$ cat src/rtl/wb_mtimer.sv
// Wishbone-pipelined machine timer: 64-bit mtime/mtimecmp, prescaled tick, level interrupt.
// Ack and read data one cycle after accept; never backpressures (stall tied low).
module wb_mtimer #(
  parameter int DW       = 32,
  parameter int PRESCALE = 83
) (
  input  logic            clk_i,
  input  logic            rstn_i,
  input  logic            wb_cyc_i,
  input  logic            wb_stb_i,
  input  logic            wb_we_i,
  input  logic [1:0]      wb_adr_i,
  input  logic [DW-1:0]   wb_dat_i,
  input  logic [DW/8-1:0] wb_sel_i,
  output logic            wb_stall_o,
  output logic            wb_ack_o,
  output logic [DW-1:0]   wb_dat_o,
  output logic            timer_irq_o
);
  localparam int PW = (PRESCALE > 1) ? $clog2(PRESCALE) : 1;
  localparam logic [PW-1:0] PS_LAST = PW'(PRESCALE - 1);

  logic [PW-1:0] ps_cnt;
  logic          tick;
  logic          req;
  logic          wr;
  logic          ack_q;
  logic [63:0]   mtime;
  logic [63:0]   mtime_nxt;
  logic [63:0]   mtimecmp;
  logic [63:0]   mtimecmp_nxt;
  logic [DW-1:0] rd_word;
  logic [DW-1:0] wr_word;

  assign req  = wb_cyc_i & wb_stb_i;
  assign wr   = req & wb_we_i;
  assign tick = (ps_cnt == PS_LAST);

  always_comb begin
    case (wb_adr_i)
      2'd0:    rd_word = mtime[31:0];
      2'd1:    rd_word = mtime[63:32];
      2'd2:    rd_word = mtimecmp[31:0];
      default: rd_word = mtimecmp[63:32];
    endcase
  end

  // Byte-merge the write data over the addressed word's current contents.
  always_comb begin
    wr_word = rd_word;
    for (int b = 0; b < DW/8; b++) begin
      if (wb_sel_i[b]) wr_word[8*b +: 8] = wb_dat_i[8*b +: 8];
    end
  end

  // A write to either mtime half replaces that cycle's tick; the prescaler keeps running.
  always_comb begin
    mtime_nxt    = mtime;
    mtimecmp_nxt = mtimecmp;
    if (wr && !wb_adr_i[1]) begin
      if (wb_adr_i[0]) mtime_nxt[63:32] = wr_word;
      else             mtime_nxt[31:0]  = wr_word;
    end else if (tick) begin
      mtime_nxt = mtime + 64'd1;
    end
    if (wr && wb_adr_i[1]) begin
      if (wb_adr_i[0]) mtimecmp_nxt[63:32] = wr_word;
      else             mtimecmp_nxt[31:0]  = wr_word;
    end
  end

  always_ff @(posedge clk_i or negedge rstn_i) begin
    if (!rstn_i) begin
      ps_cnt      <= '0;
      mtime       <= '0;
      mtimecmp    <= '1;
      ack_q       <= 1'b0;
      wb_dat_o    <= '0;
      timer_irq_o <= 1'b0;
    end else begin
      ps_cnt      <= tick ? '0 : ps_cnt + PW'(1);
      mtime       <= mtime_nxt;
      mtimecmp    <= mtimecmp_nxt;
      ack_q       <= req;
      if (req) wb_dat_o <= rd_word;
      timer_irq_o <= (mtime >= mtimecmp);
    end
  end

  // Dropping cyc aborts a pending ack in the same cycle.
  assign wb_ack_o   = ack_q & wb_cyc_i;
  assign wb_stall_o = 1'b0;
endmodule

$ cat config.mk
export PLATFORM = sky130hd
export DESIGN_NAME = wb_mtimer
export DESIGN_NICKNAME = d
export VERILOG_FILES = /design/src/rtl/wb_mtimer.sv
export SDC_FILE = /design/constraint.sdc
export NUM_CORES = 1
export LEC_CHECK = 0
export BUFFER_PORTS_ARGS = -buffer_cell sky130_fd_sc_hd__buf_2
export CAP_MARGIN = 10
export CORE_ASPECT_RATIO = 2
export CORE_MARGIN = 3
export CORE_UTILIZATION = 55
export DETAILED_ROUTE_END_ITERATION = 10
export GPL_TIMING_DRIVEN = 0
export PLACE_DENSITY_LB_ADDON = 0.2
export SLEW_MARGIN = 40
export SYNTH_ARGS = -nofsm -noshare
export SYNTH_HDL_FRONTEND = slang
export SYNTH_SLANG_ARGS = --single-unit
$ cat constraint.sdc
create_clock -name clk_i -period 3.3 [get_ports clk_i]
set_input_delay 0.495 -clock clk_i [delete_from_list [all_inputs] [get_ports clk_i]]
set_output_delay 0.495 -clock clk_i [all_outputs]
set_load 0.005 [all_outputs]
After elaboration in Yosys (flattened, before gate mapping)

Index checks and enable logic that the tools add are counted.

Reduce and logical (&&, ||, !) cells: 9
Bitwise gates (word level): 4
Add/subtract/negate cells: 2
Equal/unequal tests: 5
Muxes and demuxes: 10
$lt $le $gt $ge: 1

Operators with widths:

| kind                    | number |
|---|---|
| $mux W64                | 2 |
| $pmux W32 S3            | 1 |
| $add A64 B1 Y64 const B | 1 |
| $ge A64 B64 Y1          | 1 |
| $mux W32                | 2 |
| $mux W8                 | 4 |
| $reduce_and A2 Y1       | 4 |
| $add A7 B1 Y7 const B   | 1 |
| $eq A7 B7 Y1 const B    | 1 |
| $mux W7                 | 1 |
| $ne A2 B2 Y1 const B    | 2 |
| $and A1 B1 Y1           | 3 |
| $eq A2 B1 Y1 const B    | 1 |
| $eq A2 B2 Y1 const B    | 1 |
| $logic_and A1 B1 Y1     | 2 |
| $logic_not A2 Y1        | 1 |
| $reduce_bool A2 Y1      | 1 |
| $logic_not A1 Y1        | 1 |
| $not A1 Y1              | 1 |

Input port bits: 43
Bits in registers: 169

Depth between registers and ports, before layout

Gate-level depths: netlist (run 1).

Depth in word-level cells: 5
Mapped depth: 9

Worst setup path before layout (run 1)

Ideal clock, no wire load.

Path kind: in2reg
Start: input port wb_adr_i[0]
End: register mtime[26]
Arrival: 2,155 ps
Library setup time: 120 ps
Path buffers: 2
Stages on the path: 6
Path slack: 1,025 ps
Cells stage by stage: buf_2 -> buf_2 -> mux4_2 -> mux2i_1 -> o32ai_1 -> a31o_2

Cells in the longest elaborated chain, start to end: 5

RTL lines:

| what                                 | line | RTL |
|---|---|---|
| start: declaration                   | 12   | `input logic [1:0] wb_adr_i,` |
| $eq A2 B2 Y1 (tied with other cells) | 40   | `case (wb_adr_i)` |
| $pmux W32 S3                         | 40   |  |
| $mux W8                              | 52   | `if (wb_sel_i[b]) wr_word[8*b +: 8] = wb_dat_i[8*b +: 8];` |
| $mux W32                             | 61   | `if (wb_adr_i[0]) mtime_nxt[63:32] = wr_word;` |
| $mux W64                             | 60   | `if (wr && !wb_adr_i[1]) begin` |
| end signal: assignment               | 82   | `mtime <= mtime_nxt;` |
| end: declaration                     | 28   | `logic [63:0] mtime;` |

Several ways; a longest one is shown, not always the timed one. The select of a mux whose other input is x is not followed.
A chain may end at the register's enable or synchronous reset.

Worst setup path after layout (run 1)

Start: register mtimecmp[13]
End: register timer_irq_o

Cells in the longest elaborated chain, start to end: 1

RTL lines:

| what                     | line | RTL |
|---|---|---|
| start: declaration       | 30   | `logic [63:0] mtimecmp;` |
| start signal: assignment | 83   | `mtimecmp <= mtimecmp_nxt;` |
| $ge A64 B64 Y1           | 86   | `timer_irq_o <= (mtime >= mtimecmp);` |
| end signal: assignment   | 86   |  |
| end: declaration         | 18   | `output logic timer_irq_o` |

Every way passes these cells.

==> impl_metrics.csv, run 1 <==
group,metric,value,unit
clocking,root_buffer,"clkbuf_16",
setup_path,max_stage_delay,0.64,ns
clocking,cts_setup_buffers,0,
layout,final_area,12300,µm²
outcome,outcome,"finished clean",
pwr,seqPwrFrac,42.1,%
sta,layout_min_cycle_time,3.21,ns
global_route,busiest_layer,"met2",
pwr,p_sw,2.57,mW
yosys,synth_top_cell_by_area,"dfrtp_1",
drt,drc,0,
yosys,synth-edff-count,0,
sta,timing.fmax,0.312,GHz
drt,via_per_inst,6.66,
layout,nets,1352,
floorplan,dieArea,21700,µm²
sta,rsz0062_at_grt,"no",
clocking,clk_pin_slew,0.06,ns
sta,fin_crit_sh,97.1,%
pwr,p_per_area,607,nW/µm²
layout,drive_gt1_share,22.3,%
min_path,holdCritPathClass,"input port to flop",
pwr,comb_power_share,29.7,%
yosys,yosys-top-cells-area,"dfrtp_1, dfstp_2, ha_1",
clocking,clkSinkCount,169,
drt,wl_per_cell,28.0,µm
drt,ant_nets,0,
layout,antennaDiodeCount,0,
yosys,synth_top_area_share,24.0,%
floorplan,core_region_area,19500,µm²
clocking,cts_hold_buf,1,
global_route,gr-usage-all-layers,40.0,%
floorplan,die_x,106,µm
yosys,yosysMostFrequentCell,"nand2_1",
setup_path,endpoint_kind,"flop",
clocking,numCtsBuffers,17,
floorplan,start_util,56.2,%
setup_path,path_max_fanout,3,
layout,fin_util,63.4,%
setup_path,critPathLaunchType,"flop",
setup_path,arrival,3.56,ns
yosys,yosys_most_used_dff,"dfrtp_1",
layout,synthToLayoutAreaGrowth,12.8,%
sta,timing.hold.ws,0.412,ns
sta,slew_headroom,34.9,%
clocking,clock_path_buffers,2,
global_route,antenna_found_initial,0,
pwr,pwr-share-clk,28.2,%
sta,hold_violations,0,
sta,skew,0.0104,ns
global_route,grt_max_degree,69,
yosys,synthCells,1147,
global_route,grt_pass1_vias,10400,
setup_path,r2r_slack,0.09,ns
yosys,yosys.cell_types.count,81,
setup_path,critPathSlowestCell,"or4_1",
clocking,insertion_delay,0.46,ns
drt,drtIter0Drc,871,
layout,n_fill_cell,1700,
job,cap_viol_max_count,0,
yosys,syn_area,10900,µm²
setup_path,required,3.65,ns
yosys,synth-seq-area-share,39.4,%
global_route,use_met1,41.4,%
global_route,use_met3,6.44,%
setup_path,path_class,"flop to flop",
floorplan,chipHeight,205,µm
floorplan,pin_count,78,
yosys,synth.avg_cell_area,9.53,µm²
place,dpl_cell_area,11700,µm²
sta,slew_viol_final,0,
yosys,async_reset_ff_share,100,%
setup_path,crit_chain,"inv_1, ha_1, nand4_1, or4_1, a221oi_1, buf_2, a2111oi_2, clkdlybuf4s18_2, o211a_1, o211ai_1",
sta,worstMarginPinSlew,0.974,ns
global_route,grt_pass1_wl,62800,µm
sta,setup_violations,0,
clocking,cts_resized,0,
place,gp_congestion,1.04,
drt,drt_pass1_iterations,9,
place,dp_hpwl,31900,µm
clocking,h-tree-depth,4,
yosys,yosys_register_bits,169,
pwr,switching_share,34.3,%
layout,multi_input_area,6050,µm²
global_route,met2_usage,69.2,%
place,io_buffers,71,
yosys,syn_nets,1257,
floorplan,rows,72,
drt,routed_wl,42400,µm
yosys,synth_common_cells,"nand2_1, a21oi_1, dfrtp_1",
pwr,leakagePower,5.26,nW
clocking,cts_tree,"built",
global_route,grt-ovfl-total,0,
layout,seq_area,4310,µm²
drt,via_count,10100,
pwr,peakVddDrop,0.000522,V
yosys,yosys_warnings,0,
pwr,p_int,4.91,mW
sequential cells by signal, indices dropped and copies added (netlist names):
register     count
mtime           64
mtimecmp        64
wb_dat_o        32
ps_cnt           7
ack_q            1
timer_irq_o      1
layout by cell type (no fill, tap or decap), types with 44 or more instances in the layout:
master | netlist | layout
ha_1 | 67 | 67
clkbuf_1 | 36 | 44
dfrtp_1 | 105 | 105
nand2_1 | 128 | 128
nor2_1 | 76 | 75
dfstp_2 | 64 | 64
a21oi_1 | 109 | 109
buf_2 | 12 | 83
inv_1 | 72 | 72
nand3_1 | 49 | 49
o21ai_0 | 73 | 72
worst max-delay path, delay by kind of cell (launching register included):
family,cells,cell delay [ns]
DFF,1,0.54
AOI/OAI and AO/OA,4,0.81
and+or+nand+nor,2,0.87
adders and majority gates,1,0.30
buffers and inverters,3,0.56
area by class of cell:
| class | instances | share of cell area, % |
|---|---|---|
| flip-flops and latches | 169 | 34.9 |
| inverters | 72 | 2.19 |
| plain buffers | 66 | 2.78 |
| repair buffers | 76 | 3.61 |
| clock inverters | 3 | 0.731 |
| well taps | 259 | 2.63 |
| clock buffers | 29 | 4.06 |
| multi-input cells | 840 | 49.1 |
routing by layer:
layer	vias to the layer above	wire length [µm]
li1	4416	-
met3	191	2160
met5	-	0
met2	465	21600
met4	0	4410
met1	5011	14200
cells by family (layout without fill, tap and decap cells):
kind of cell             after synthesis  in the layout  synth area share, %
AND/OR/NAND/NOR                      386            386                 17.6
adder cells (fa/ha/maj)               67             67                 7.67
flip-flops                           169            169                 39.4
other                                  1              1               0.0343
multiplexers                         103            103                 13.6
AO/OA/AOI/OAI                        278            278                 15.7
buffers and inverters                138            246                 5.60
XOR/XNOR                               5              5                0.401
power groups by stage:
stage / registers [mW] / logic, mW / clock network (mW)
after floorplan: 3.02 / 1.41 / 0
after global placement: 3.13 / 2.08 / 0
after detailed placement: 3.16 / 2.18 / 0
after CTS: 3.13 / 2.20 / 2.11
after global routing: 3.21 / 2.46 / 2.18
final: 3.15 / 2.22 / 2.11
path summary, 6_finish.rpt:
path,startpoint,to,cells past startpoint
setup / recovery,mtimecmp[13],timer_irq_o,10
hold / removal,wb_dat_i[8],mtimecmp[8],3
setup reg to reg,mtimecmp[13],timer_irq_o,10
hold reg to reg,ps_cnt[0],ps_cnt[0],1
max in group asynchronous,rstn_i,mtimecmp[46],4
min in group asynchronous,rstn_i,wb_dat_o[29],2
stage by stage:
stage          cells  setup TNS [ns]  total power, mW  setup WS, ns
6_report        1514               0             7.48        0.0949
5_1_grt         1514               0             7.85        0.0171
4_1_cts         1514               0             7.44         0.169
3_5_place_dp    1481           -1.27             5.34        -0.171
3_3_place_gp    1477         -100.82             5.21        -0.912
2_1_floorplan   1147               0             4.43          1.02
(Power assumes the default switching activity.)
==> inputs of run 2 (changes only) <==
==> constraint.sdc (replaced) <==
create_clock -name clk_i -period 2.76 [get_ports clk_i]
set_input_delay 0.414 -clock clk_i [delete_from_list [all_inputs] [get_ports clk_i]]
set_output_delay 0.414 -clock clk_i [all_outputs]
set_load 0.005 [all_outputs]
==> run 2 against run 1 <==
Net effect:
- the flow now finishes with violations (setup timing)
- setup slack worse by 0.11 ns
- cell count stayed put
- fmax grew 15%
- largest cell class unchanged
==> impl_metrics.csv, run 2 (same netlist as run 1, synthesis figures left out) <==
group,metric,value,unit
setup_path,critPathSlowestCell,"or4_4",
pwr,p_per_area,722,nW/µm²
min_path,holdCritPathClass,"input port to flop",
layout,antennaDiodeCount,0,
floorplan,rows,72,
outcome,outcome,"finished with violations",
drt,drtIter0Drc,891,
setup_path,critPathLaunchType,"flop",
global_route,use_met1,41.5,%
job,cap_viol_max_count,0,
sta,slew_headroom,35.0,%
global_route,antenna_found_initial,0,
setup_path,endpoint_kind,"flop",
sta,rsz0062_at_grt,"yes",
drt,wl_per_cell,28.0,µm
sta,worstMarginPinSlew,0.972,ns
drt,ant_nets,0,
clocking,numCtsBuffers,17,
clocking,cts_tree,"built",
global_route,grt-ovfl-total,0,
global_route,grt_pass1_vias,10400,
floorplan,chipHeight,205,µm
layout,nets,1352,
setup_path,path_max_fanout,3,
place,io_buffers,71,
clocking,root_buffer,"clkbuf_16",
clocking,insertion_delay,0.47,ns
place,gp_congestion,1.04,
layout,synthToLayoutAreaGrowth,13.7,%
sta,layout_min_cycle_time,2.78,ns
sta,fin_crit_sh,101,%
sta,setup_violations,1,
sta,hold_violations,0,
layout,final_common_cell,"nand2_1",
setup_path,arrival,3.13,ns
drt,drc,0,
floorplan,die_x,106,µm
sta,slew_viol_final,0,
floorplan,core_region_area,19500,µm²
floorplan,start_util,56.2,%
floorplan,pin_count,78,
clocking,clk_pin_slew,0.06,ns
setup_path,crit_chain,"inv_2, ha_4, nand4_1, or4_4, a221oi_2, buf_4, a2111oi_4, o211a_1, o211ai_1",
pwr,leakagePower,5.30,nW
floorplan,dieArea,21700,µm²
pwr,peakVddDrop,0.000629,V
setup_path,max_stage_delay,0.61,ns
global_route,busiest_layer,"met2",
layout,drive_gt1_share,23.7,%
setup_path,path_class,"flop to flop",
drt,via_per_inst,6.70,
outcome,violations,"setup timing",
setup_path,required,3.12,ns
layout,n_fill_cell,1680,
drt,via_count,10100,
layout,seq_area,4310,µm²
global_route,gr-usage-all-layers,40.0,%
layout,mostFrequentLayoutCells,"nand2_1, a21oi_1, dfrtp_1",
sta,skew,0.0133,ns
clocking,h-tree-depth,4,
sta,timing.fmax,0.360,GHz
layout,multi_input_area,6140,µm²
sta,fin_ws,-0.0154,ns
global_route,grt_max_degree,69,
clocking,clock_path_buffers,2,
clocking,clkSinkCount,169,
layout,top_regs,"mtime: 64 flops, mtimecmp: 64 flops, wb_dat_o: 32 flops",
global_route,met2_usage,69.1,%
place,place_ws,-0.630,ns
place,dp_hpwl,31900,µm
global_route,grt_pass1_wl,62800,µm
drt,drt_pass1_iterations,8,
global_route,use_met3,6.31,%
drt,routed_wl,42400,µm
sta,fin_setup_tns,-0.0154,ns
-- run 2: cell types whose count changed in the layout (fill, tap and decap cells not counted), moves of 2 or more --
cell,change
ha_4,+3
nor4_2,+2
nor4_1,-2
buf_4,+2
inv_2,+2
buf_1,-2
clkbuf_2,+6
clkbuf_1,-5
inv_1,-2
ha_1,-3
-- run 2: cell type report --
| type | instances | share of cell area [%] |
|---|---|---|
| Multi-Input combinational cell | 840 | 49.4 |
| Sequential cell | 169 | 34.7 |
| Clock buffer | 29 | 4.03 |
| Timing Repair Buffer | 76 | 3.58 |
| Buffer | 66 | 2.83 |
| Tap cell | 259 | 2.61 |
| Inverter | 72 | 2.17 |
| Clock inverter | 3 | 0.725 |
-- run 2: per-stage QoR --
| stage | hold slack, ns | utilization, % | total power [mW] | instance area, µm² | cells |
|---|---|---|---|---|---|
| finish | 0.333 | 63.9 | 8.98 | 12400 | 1514 |
| global route | 0.367 | 63.9 | 9.43 | 12400 | 1514 |
| global placement | 0.465 | 59.7 | 6.23 | 11600 | 1477 |
| floorplan | 0.118 | - | 5.30 | 10900 | 1147 |
| detailed placement | 0.326 | 60.2 | 6.39 | 11700 | 1481 |
| CTS | 0.322 | 63.4 | 8.90 | 12300 | 1514 |
-- run 2: timing repair --
| item | in CTS | in global routing |
|---|---|---|
| endpoints found under the hold margin | 22 | 0 |
| hold buffers | 1 | 0 |
| resized for setup | 7 | 19 |
| setup buffers | 1 | 0 |
| pin swaps | 4 | 7 |
| endpoints found under the setup margin | 16 | 21 |
-- run 2: per-layer routing --
layer | part of all wire (%) | routed length (µm)
met4 | 10 | 4440
met5 | 0 | 0
met1 | 33 | 14000
met2 | 51 | 21600
met3 | 5.5 | 2350
-- run 2: path summary, 6_finish.rpt --
path / from / cells past startpoint / end / slack, ns
min in group asynchronous: rstn_i / 2 / wb_dat_o[30] / 0.44
max: mtimecmp[9] / 9 / timer_irq_o / -0.02
max reg2reg: mtimecmp[9] / 9 / timer_irq_o / -0.02
min reg2reg: ps_cnt[0] / 1 / ps_cnt[0] / 0.48
min: wb_dat_i[8] / 3 / mtimecmp[8] / 0.33
max in group asynchronous: rstn_i / 4 / mtimecmp[46] / 1.25
-- run 2: worst max-delay path, delay by kind of cell, from the launching register on --
family / cells / cell delay (ns)
flip-flops: 1 / 0.55
buffers and inverters: 2 / 0.26
adder cells (fa/ha/maj): 1 / 0.26
AND/OR/NAND/NOR: 2 / 0.80
AO/OA/AOI/OAI: 4 / 0.80
-- run 2: where the power goes --
part	switching (mW)	internal [mW]	leakage [nW]
Clock	1.02	1.50	0.284
Combinational	1.50	1.19	3.15
Sequential	0.569	3.20	1.87
Total	3.09	5.89	5.30
